===== src/rtl/rdmap_pkg.sv =====
// Shared opcode encoding and header field offsets for the RDMAP header dispatcher.
package rdmap_pkg;

  typedef enum logic [3:0] {
    SEND    = 4'h0,
    RCV     = 4'h1,
    REQ     = 4'h3,
    RD_DONE = 4'h4,
    WR_DONE = 4'h6,
    ACK     = 4'h7
  } opcode_e;

  localparam int SEND_TID_LSB = 40;
  localparam int ACK_TID_LSB  = 36;
  localparam int QNUM_LSB     = 20;
  localparam int QNUM_W       = 16;

  // Legal opcodes have a zero upper nibble and one of the defined low-nibble codes.
  function automatic logic op_legal(input logic [7:0] ctl);
    if (ctl[7:4] != 4'h0) return 1'b0;
    case (ctl[3:0])
      SEND, RCV, REQ, RD_DONE, WR_DONE, ACK: return 1'b1;
      default:                               return 1'b0;
    endcase
  endfunction

endpackage


===== src/rtl/gen_ram_2p.sv =====
// Simple dual-port RAM: one write port and one registered read port that
// returns the old contents on a same-address collision.
module gen_ram_2p #(
  parameter int DEPTH = 256,
  parameter int WIDTH = 8
) (
  input  logic                     clk,
  input  logic                     rst_n,
  input  logic                     we,
  input  logic [$clog2(DEPTH)-1:0] waddr,
  input  logic [WIDTH-1:0]         wdata,
  input  logic                     re,
  input  logic [$clog2(DEPTH)-1:0] raddr,
  output logic [WIDTH-1:0]         rdata
);

  logic [WIDTH-1:0] mem [DEPTH];

  // NOTE: the array is deliberately not reset so it maps onto block RAM; the owner clears it with a sweep.
  always_ff @(posedge clk) begin
    if (we) mem[waddr] <= wdata;
  end

  // NOTE: sequential state uses non-blocking assignments so every flop samples pre-edge values.
  always_ff @(posedge clk or negedge rst_n) begin
    if (!rst_n)  rdata <= '0;
    else if (re) rdata <= mem[raddr];
  end

endmodule


===== src/rtl/rdmap_hdr_dispatch.sv =====
// RDMAP header dispatcher: classifies DDP headers by opcode, routes them to the
// operator FIFOs/IRRQ and tracks per-TID SEND segment counts with SOP/EOP detection.
module rdmap_hdr_dispatch
  import rdmap_pkg::*;
#(
  parameter int TID_W = 8,
  parameter int CNT_W = 3,
  parameter int ERR_W = 16
) (
  input  logic              clock,
  input  logic              reset,
  input  logic              hdrValid,
  output logic              hdrReady,
  input  logic [7:0]        hdrControl,
  input  logic [47:0]       hdrData,
  output logic              ackFifoPush,
  output logic [23:0]       ackFifoDataIn,
  input  logic              ackFifoAFull,
  output logic              wrDoneFifoPush,
  output logic [TID_W-1:0]  wrDoneFifoDataIn,
  input  logic              wrDoneFifoAFull,
  output logic              rdDoneFifoPush,
  output logic [TID_W-1:0]  rdDoneFifoDataIn,
  input  logic              rdDoneFifoAFull,
  output logic              offloadFifoPush,
  output logic [TID_W-1:0]  offloadFifoDataIn,
  output logic              eopFifoPush,
  output logic [TID_W-1:0]  eopFifoDataIn,
  input  logic              eopFifoAFull,
  input  logic              offloadFifoAFull,
  output logic              reqValid,
  output logic [47:0]       reqInfo,
  output logic              dataNumRd,
  output logic [TID_W-1:0]  dataNumRdAddr,
  input  logic [CNT_W-1:0]  dataNumRdData,
  input  logic              queueNumRd,
  input  logic [TID_W-1:0]  queueNumRdAddr,
  output logic [15:0]       queueNumRdData,
  output logic              initDone,
  output logic [ERR_W-1:0]  errCount
);

  localparam int DEPTH = 1 << TID_W;

  logic              init_done;
  logic [TID_W-1:0]  init_addr;
  logic              accept, legal, s0_send, s0_ack, s0_err;
  logic [TID_W-1:0]  send_tid, ack_tid;

  // Both tables are cleared one address per cycle after reset; no header is accepted until then.
  always_ff @(posedge clock or negedge reset) begin
    if (!reset) begin
      init_done <= 1'b0;
      init_addr <= '0;
    end else if (!init_done) begin
      init_addr <= init_addr + 1'b1;
      if (&init_addr) init_done <= 1'b1;
    end
  end

  assign hdrReady = init_done & ~(ackFifoAFull | wrDoneFifoAFull | rdDoneFifoAFull |
                                  offloadFifoAFull | eopFifoAFull);
  assign accept   = hdrValid & hdrReady;
  assign legal    = op_legal(hdrControl);
  assign send_tid = hdrData[SEND_TID_LSB +: TID_W];
  assign ack_tid  = hdrData[ACK_TID_LSB +: TID_W];

  assign s0_send = accept & legal & (hdrControl[3:0] == SEND);
  assign s0_ack  = accept & legal & (hdrControl[3:0] == ACK);
  assign s0_err  = accept & ~legal;

  assign reqValid         = accept & legal & (hdrControl[3:0] == REQ);
  assign reqInfo          = hdrData;
  assign ackFifoPush      = s0_ack;
  assign ackFifoDataIn    = hdrData[43:20];
  assign wrDoneFifoPush   = accept & legal & (hdrControl[3:0] == WR_DONE);
  assign wrDoneFifoDataIn = send_tid;
  assign rdDoneFifoPush   = accept & legal & (hdrControl[3:0] == RD_DONE);
  assign rdDoneFifoDataIn = send_tid;
  assign dataNumRd        = s0_send;
  assign dataNumRdAddr    = send_tid;

  // SEND stage S1 plus the one-deep forward of the previous S1 write.
  logic              s1_valid, fwd_valid;
  logic [TID_W-1:0]  s1_tid, fwd_tid;
  logic [CNT_W-1:0]  fwd_cnt, cnt_rdata, cur, nxt, wr_cnt;
  logic              sop, eop, s1_err;

  // NOTE: every always_comb output gets a default first so no path can infer a latch.
  always_comb begin
    cur    = (fwd_valid && fwd_tid == s1_tid) ? fwd_cnt : cnt_rdata;
    nxt    = cur + 1'b1;
    sop    = 1'b0;
    eop    = 1'b0;
    s1_err = 1'b0;
    wr_cnt = '0;
    if (s1_valid) begin
      if (dataNumRdData == '0 || nxt == '0) begin
        s1_err = 1'b1;
      end else begin
        sop    = (nxt == CNT_W'(1));
        eop    = (nxt == dataNumRdData);
        wr_cnt = eop ? '0 : nxt;
      end
    end
  end

  always_ff @(posedge clock or negedge reset) begin
    if (!reset) begin
      s1_valid  <= 1'b0;
      s1_tid    <= '0;
      fwd_valid <= 1'b0;
      fwd_tid   <= '0;
      fwd_cnt   <= '0;
    end else begin
      s1_valid  <= s0_send;
      s1_tid    <= send_tid;
      fwd_valid <= s1_valid;
      fwd_tid   <= s1_tid;
      fwd_cnt   <= wr_cnt;
    end
  end

  assign offloadFifoPush   = sop;
  assign offloadFifoDataIn = s1_tid;
  assign eopFifoPush       = eop;
  assign eopFifoDataIn     = s1_tid;

  gen_ram_2p #(.DEPTH(DEPTH), .WIDTH(CNT_W)) u_cnt_ram (
    .clk   (clock),
    .rst_n (reset),
    .we    (~init_done | s1_valid),
    .waddr (init_done ? s1_tid : init_addr),
    .wdata (init_done ? wr_cnt : '0),
    .re    (s0_send),
    .raddr (send_tid),
    .rdata (cnt_rdata)
  );

  // Queue table: the RAM is read-old, so a same-cycle write to the read address is bypassed here.
  logic              q_we, q_byp;
  logic [TID_W-1:0]  q_waddr;
  logic [QNUM_W-1:0] q_wdata, q_ram_rdata, q_byp_data;

  assign q_we    = ~init_done | s0_ack;
  assign q_waddr = init_done ? ack_tid : init_addr;
  assign q_wdata = init_done ? hdrData[QNUM_LSB +: QNUM_W] : '0;

  gen_ram_2p #(.DEPTH(DEPTH), .WIDTH(QNUM_W)) u_queue_ram (
    .clk   (clock),
    .rst_n (reset),
    .we    (q_we),
    .waddr (q_waddr),
    .wdata (q_wdata),
    .re    (queueNumRd),
    .raddr (queueNumRdAddr),
    .rdata (q_ram_rdata)
  );

  always_ff @(posedge clock or negedge reset) begin
    if (!reset) begin
      q_byp      <= 1'b0;
      q_byp_data <= '0;
    end else if (queueNumRd) begin
      q_byp      <= q_we && (q_waddr == queueNumRdAddr);
      q_byp_data <= q_wdata;
    end
  end

  assign queueNumRdData = q_byp ? q_byp_data : q_ram_rdata;

  // Saturating error counter; an illegal S0 opcode and an S1 count error can land in the same cycle.
  logic [ERR_W-1:0] err_cnt;
  logic [ERR_W:0]   err_sum;

  assign err_sum = {1'b0, err_cnt} + {{ERR_W{1'b0}}, s0_err} + {{ERR_W{1'b0}}, s1_err};

  always_ff @(posedge clock or negedge reset) begin
    if (!reset) err_cnt <= '0;
    else        err_cnt <= err_sum[ERR_W] ? '1 : err_sum[ERR_W-1:0];
  end

  assign initDone = init_done;
  assign errCount = err_cnt;

endmodule

===== config.mk =====
export PLATFORM = sky130hd
export DESIGN_NAME = rdmap_hdr_dispatch
export DESIGN_NICKNAME = d
export VERILOG_FILES = /design/src/rtl/rdmap_pkg.sv /design/src/rtl/gen_ram_2p.sv /design/src/rtl/rdmap_hdr_dispatch.sv
export SDC_FILE = /design/constraint.sdc
export NUM_CORES = 2
export LEC_CHECK = 0
export BUFFER_PORTS_ARGS = -buffer_cell sky130_fd_sc_hd__buf_2
export CAP_MARGIN = 30
export CORE_ASPECT_RATIO = 0.5
export CORE_MARGIN = 1
export CORE_UTILIZATION = 36
export DETAILED_ROUTE_END_ITERATION = 8
export SLEW_MARGIN = 10
export SYNTH_ARGS = -nofsm -noshare
export SYNTH_HDL_FRONTEND = slang
export SYNTH_MEMORY_MAX_BITS = 65536
export SYNTH_SLANG_ARGS = --single-unit

===== constraint.sdc =====
create_clock -name clock -period 9.85 [get_ports clock]
set_input_delay 0.4925 -clock clock [delete_from_list [all_inputs] [get_ports clock]]
set_output_delay 0.4925 -clock clock [all_outputs]
set_load 0.1 [all_outputs]

; ---- After elaboration in Yosys (flattened, before gate mapping)
; Memories as Yosys holds them, arrays and structs flattened. A register that Yosys moved wholly into a read port is not among the register bits.
; Index checks and enable logic that the tools add are counted.
[totals]
regBits = 63
ramBits = 4864
in_bits = 76
output_inout_bits = 153
wordCells = 80
n_memories = 2
[op_classes]
n_addsub = 4
eq_ne = 9
mux = 26
bitwise_logic = 18
n_reduce_logical = 11
[mem_list]
columns = memory, words, word_bits, rd, rd_clocked_by_memory_dff, write_ports, line
row1 = u_queue_ram.mem, 256, 16, 1, 1, 1, gen_ram_2p.sv:17  ; logic [WIDTH-1:0] mem [DEPTH];
row2 = u_cnt_ram.mem, 256, 3, 1, 1, 1, gen_ram_2p.sv:17
[ops]
columns = cell, count
row1 = $mux W16, 3
row2 = $add A16 B1 Y17, 1
row3 = $add A17 B1 Y17, 1
row4 = $eq A8 B8 Y1, 2
row5 = $mux W1, 16
row6 = $mux W8, 2
row7 = $mux W3, 5
row8 = $eq A4 B3 Y1 const B, 3
row9 = $and A1 B1 Y1, 9
row10 = $add A8 B1 Y8 const B, 1
row11 = $reduce_and A8 Y1, 1
row12 = $logic_not A3 Y1, 2
row13 = $or A1 B1 Y1, 6
row14 = $reduce_or A6 Y1, 1
row15 = $eq A4 B1 Y1 const B, 1
row16 = $eq A4 B2 Y1 const B, 1
row17 = $logic_not A4 Y1, 1
row18 = $reduce_bool A4 Y1, 1
row19 = $add A3 B1 Y3 const B, 1
row20 = $eq A3 B1 Y1 const B, 1
row21 = $eq A3 B3 Y1, 1
row22 = $not A1 Y1, 3
row23 = $logic_and A1 B1 Y1, 2
row24 = $logic_not A1 Y1, 2
row25 = $logic_or A1 B1 Y1, 1

; ---- Depth between registers and ports, before layout
[depth]
ltp_word = 12
ltp_mapped = 19
ltp_nobuf = 17

; ---- Modules after synthesis
; Synthesis repeated with hierarchy kept, for this count alone.
[unflattened]
cells_unflattened = 9710
area_unflattened_um2 = 194355.2
[modules_own_cells]
columns = module, instances, cells_per_inst, area_each_um2, seq_area_each_um2
row1 = gen_ram_2p (u_queue_ram), 1, 7536, 159113.9, 123398.3
row2 = gen_ram_2p (u_cnt_ram), 1, 1755, 31141.1, 23137.2
row3 = rdmap_hdr_dispatch, 1, 419, 4100.2, 1576.5

; ---- Worst setup path before layout
; Ideal clock, no wire load.
[synth_timing]
kind = flip-flop to flip-flop
startpoint = register s1_tid[1] (netlist: eopFifoDataIn[1])
endpoint = memory u_cnt_ram.mem[0][0] (netlist bit) (data pin)
setup_time_ps = 874
arrival_ps = 6569
required_ps = 8976
path_slack_ps = 2407
stages_incl_launch_ff = 12
n_path_buf = 1
period_less_slack_ps = 7443
cell_sequence = dfrtp_1 -> clkbuf_1 -> xnor2_1 -> nand2_1 -> nor3_1 -> mux2i_1 -> inv_1 -> ha_1 -> ha_1 -> xnor2_1 -> a31oi_1 -> and3_1
[synth_between]
elab_chain_cells = 9
word_cells_on_any_way = 11
classes_between = 1 x add/sub / 2 x eq/ne / 5 x mux / 3 x reduce/logical
[synth_rtl]
columns = item, line
row1 = "start, declared", rdmap_hdr_dispatch.sv:85  ; logic [TID_W-1:0] s1_tid, fwd_tid;
row2 = "start signal, assigned", rdmap_hdr_dispatch.sv:117  ; s1_tid <= send_tid;
row3 = $eq A8 B8 Y1 (*), rdmap_hdr_dispatch.sv:91  ; cur = (fwd_valid && fwd_tid == s1_tid) ? fwd_cnt : cnt_rdata;
row4 = $logic_and A1 B1 Y1 (*), rdmap_hdr_dispatch.sv:91
row5 = $mux W3 (*), rdmap_hdr_dispatch.sv:91
row6 = $add A3 B1 Y3 (*), rdmap_hdr_dispatch.sv:92  ; nxt = cur + 1'b1;
row7 = $eq A3 B3 Y1 or $logic_not A3 Y1 (tied branches), "rdmap_hdr_dispatch.sv:102, rdmap_hdr_dispatch.sv:98"
row8 = $mux W3 or $logic_or A1 B1 Y1 (tied branches), "rdmap_hdr_dispatch.sv:103, rdmap_hdr_dispatch.sv:98"
row9 = $mux W3 (*), rdmap_hdr_dispatch.sv:98  ; if (dataNumRdData == '0 || nxt == '0) begin
row10 = $mux W3 (*), rdmap_hdr_dispatch.sv:97  ; if (s1_valid) begin
row11 = $mux W3 (*), rdmap_hdr_dispatch.sv:134  ; .wdata (init_done ? wr_cnt : '0),
row12 = net u_cnt_ram.wdata[0], gen_ram_2p.sv:11  ; input logic [WIDTH-1:0] wdata,
row13 = "end, declared", gen_ram_2p.sv:17
; The timed path passes the listed nets; every way through them passes the cells marked *.

; ---- Worst setup path in the final report
[layout_timing]
startpoint = register s1_tid[0] (netlist: eopFifoDataIn[0])
endpoint = output eopFifoPush
[layout_between]
elab_chain_cells = 8
word_cells_on_any_way = 9
classes_between = 1 x add/sub / 2 x eq/ne / 3 x mux / 3 x reduce/logical
[layout_rtl]
columns = item, line
row1 = $eq A8 B8 Y1 (*), rdmap_hdr_dispatch.sv:91
row2 = $logic_and A1 B1 Y1 (*), rdmap_hdr_dispatch.sv:91
row3 = $mux W3 (*), rdmap_hdr_dispatch.sv:91
row4 = $add A3 B1 Y3 (*), rdmap_hdr_dispatch.sv:92
row5 = $logic_not A3 Y1, rdmap_hdr_dispatch.sv:98
row6 = $logic_or A1 B1 Y1, rdmap_hdr_dispatch.sv:98
row7 = $mux W1 (*), rdmap_hdr_dispatch.sv:98
row8 = $mux W1 (*), rdmap_hdr_dispatch.sv:97
row9 = "end, declared", rdmap_hdr_dispatch.sv:27  ; output logic eopFifoPush,
; Every way passes the cells marked *; elsewhere a longest branch is shown, timed or not.

==> results by group <==
Outcome
  • Status: finished clean

GRT
  • Number of global-route vias before repair: 96100
  • Remaining global-route overflow: 0
  • Global-route usage over all layers: 18.9%
  • Pin count of the biggest net entering global routing: 183
  • First-pass GRT wire length: 737000 µm
  • Antenna violations before repair: 28

Power
  • Worst voltage drop across the vdd grid: 0.000160 V
  • Power per cell area: 189 nW/µm²
  • LEAKAGE: 60.3 nW

Logic synthesis
  • Post-synthesis instance area: 193000 µm²
  • Ranking of synthesized cells by area: edfxtp_1 76%, mux4_2 12%, mux2i_1 2.8%
  • Mean post-synth cell area: 20.7 µm²
  • Synth Warn #: 0
  • Fraction of synthesis flops using an asynchronous set or reset pin: 1.66%
  • Synth top area share: 75.6%
  • Number of enable flip-flop cells after synthesis: 4864
  • Number of cells produced by synthesis: 9330
  • Share of synthesized area occupied by flip-flops and latches: 76.6%
  • Seq cells post-synth: 4946
  • Area leader, netlist: edfxtp_1
  • Post-synth top flop: edfxtp_1
  • Distinct cells, synth: 81
  • Total nets after synthesis: 9412

Routing
  • Total routed wirelength: 524000 µm
  • DRT iter0 DRCs: 12200
  • Count of vias placed by the detailed router: 96700
  • DR DRC count: 0
  • First-pass iteration count of the detailed router: 6
  • Routed vias/inst: 5.56
  • Remaining antenna violation count after routing: 0
  • Detailed-route wire length per cell: 30.1 µm

Clocking
  • Number of buffers on the longest clock path: 4
  • Resize count post-CTS: 0
  • Clock tree from TritonCTS: done
  • Worst-path clk slew: 0.07 ns
  • Post-CTS Setup Bufs: 0
  • Clock Sinks: 4946
  • Root buffer cell: clkbuf_16
  • CTS H-tree lvls: 5
  • Insertion delay of the later-clocked pin in the worst-skew pair: 1.01 ns
  • Number of CTS-inserted buffers: 454

Floorplanning
  • Cell row count: 189
  • Ports placed on the boundary: 229
  • Height of the die: 520 µm
  • Die extent in x: 1040 µm
  • Die footprint: 540000 µm²
  • Starting density of the core: 36.3%
  • Core box area: 533000 µm²

STA
  • Pin slew with the least headroom to its limit: 1.20 ns
  • FMAX: 181 MHz
  • Sum of negative setup slack: 0 ns
  • Max-slew headroom at the worst pin: 18.0%
  • Final Setup Violations: 0
  • Final period demand of the worst path: 5.53 ns
  • Worst clock skew on the final layout: 0.101 ns
  • Hold violation count in the final report: 0
  • Period utilization: 56.1%
  • Unrepaired setup endpoints after global routing: no
  • Number of slew-limit violations in the final report: 0

Run
  • Number of max-cap violations: 0

Final layout
  • Final instance area: 219000 µm²
  • Area overhead of the layout relative to synthesis: 13.1%
  • NumNets Final: 9935
  • Layout cell share with drive strength beyond 1: 24.9%

Setup path
  • Crit path launch type: flip-flop
  • Critical Setup Path Class: flip-flop to output pin
  • Data arrival, critical path: 5.04 ns
  • Worst path required time: 9.36 ns
  • CP max FO: 10
  • Critical Path End Type: output pin

Place
  • Buffers on Ports: 188
  • Area of placed instances: 204000 µm²
  • Final HPWL from detailed placement: 320000 µm
  • Gpl congestion: 0.830

Worst hold path
  • Path category of the worst min-delay check: input pin to flip-flop
-- repair_timing --
action,4_1_cts,5_1_grt
hold buffers,5,0
endpoints found under the hold margin,49,0
setup endpoints to repair,0,0
-- state kept, by name (all words and copies together), names as in the netlist, 8 cells and up --
name               count
u_cnt_ram.mem        768
errCount              16
init_addr              8
u_queue_ram.rdata     16
fwd_tid                8
u_queue_ram.mem     4096
eopFifoDataIn          8
q_byp_data            16
-- routing by layer --
metal	vias to the layer above	GRT usage, %	wire (µm)
met3	771	2.98	41300
met1	52000	26.2	213000
met5	-	0	41
met2	4283	30.5	250000
li1	39600	-	-
met4	6	6.28	19400
-- critical path, stage by stage, from the launching register on --
cell	delay, ns
dfrtp_1	0.53
xnor2_1	0.17
nand4_1	0.13
nor3_1	0.53
mux2i_1	0.54
inv_1	0.10
ha_1	0.22
ha_1	0.34
xnor2_1	0.21
nand3_1	0.10
nor2_1	0.65
buf_2	0.57
-- where the power goes --
part	internal (mW)	switching (mW)	total, mW
clock	9.50	7.74	17.2
sequential	22.8	0.0115	22.8
combinational	0.383	0.989	1.37
-- final cells by class --
cell class	instances	area [µm²]
sequential	4946	148000
clock inverter	253	2250
timing repair buffer	710	5890
multi-input combinational	3719	41300
inverter	22	91.3
tap	7162	8960
antenna	9	22.5
clock buffer	572	12000
fill	46500	314000
-- worst paths after layout --
path | start | end | slack [ns] | cells after the start
min in group asynchronous | reset | q_byp_data[9] | 0.18 | 2
hold reg to reg | u_queue_ram.rdata[2] | u_queue_ram.rdata[2] | 0.49 | 1
max in group asynchronous | reset | initDone | 8.38 | 3
hold / removal | hdrData[33] | u_queue_ram.mem[94][13] | 0.06 | 2
setup reg to reg | eopFifoDataIn[0] | u_cnt_ram.mem[233][0] | 4.76 | 11
setup / recovery | eopFifoDataIn[0] | eopFifoPush | 4.32 | 11
-- per-stage QoR --
step / power, mW / setup slack, ns / std cells / hold slack [ns] / utilization, %
2_1_floorplan: 24.2 / 2.41 / 9330 / 0.197 / -
3_3_place_gp: 24.6 / 4.46 / 16500 / 0.451 / 38.1
3_5_place_dp: 24.6 / 4.61 / 16500 / 0.481 / 38.3
4_1_cts: 41.6 / 4.11 / 17400 / 0.00127 / 41.0
5_1_grt: 42.4 / 4.02 / 17400 / 0.0266 / 41.1
6_report: 41.4 / 4.32 / 17400 / 0.0600 / 41.1
-- synth_stat cells (all sizes together) (17+ instances only) --
master and n:
nor2 577, and2 27, a22oi 61, xnor2 25
nand2b 21, a21oi 144, a2111oi 41, o211ai 20
inv 21, mux2i 547, nor3 34, edfxtp 4864
nand3 45, o221ai 121, nor2b 17, o21ai 122
mux2 58, nand4 22, nand2 337, a211oi 41
a31oi 24, o22ai 204, nor4 33, clkbuf 206
buf 436, mux4 1049, dfrtp 82
-- cell families after synthesis --
kind of cell | synth area share [%]
buf+inv | 2.20
xor+xnor | 0.154
compound gates | 3.00
simple gates | 2.57
mux | 15.4
flops | 76.6
fa+ha+maj | 0.0427
-- layout by cell type (no fill, tap or decap), types with 58 or more instances in the layout --
master / synthesis / layout
a21oi_1: 144 / 144
a22oi_1: 61 / 61
buf_2: 150 / 185
buf_4: 149 / 417
clkbuf_1: 201 / 101
clkbuf_16: 0 / 458
clkinv_1: 1 / 92
clkinv_2: 0 / 93
dfrtp_1: 82 / 81
edfxtp_1: 4864 / 4864
mux2_2: 58 / 58
mux2i_1: 547 / 547
mux4_2: 1033 / 1033
nand2_1: 337 / 328
nor2_1: 577 / 521
o21ai_0: 117 / 115
o221ai_1: 120 / 120
o22ai_1: 204 / 204
(Power assumes the default switching activity.)
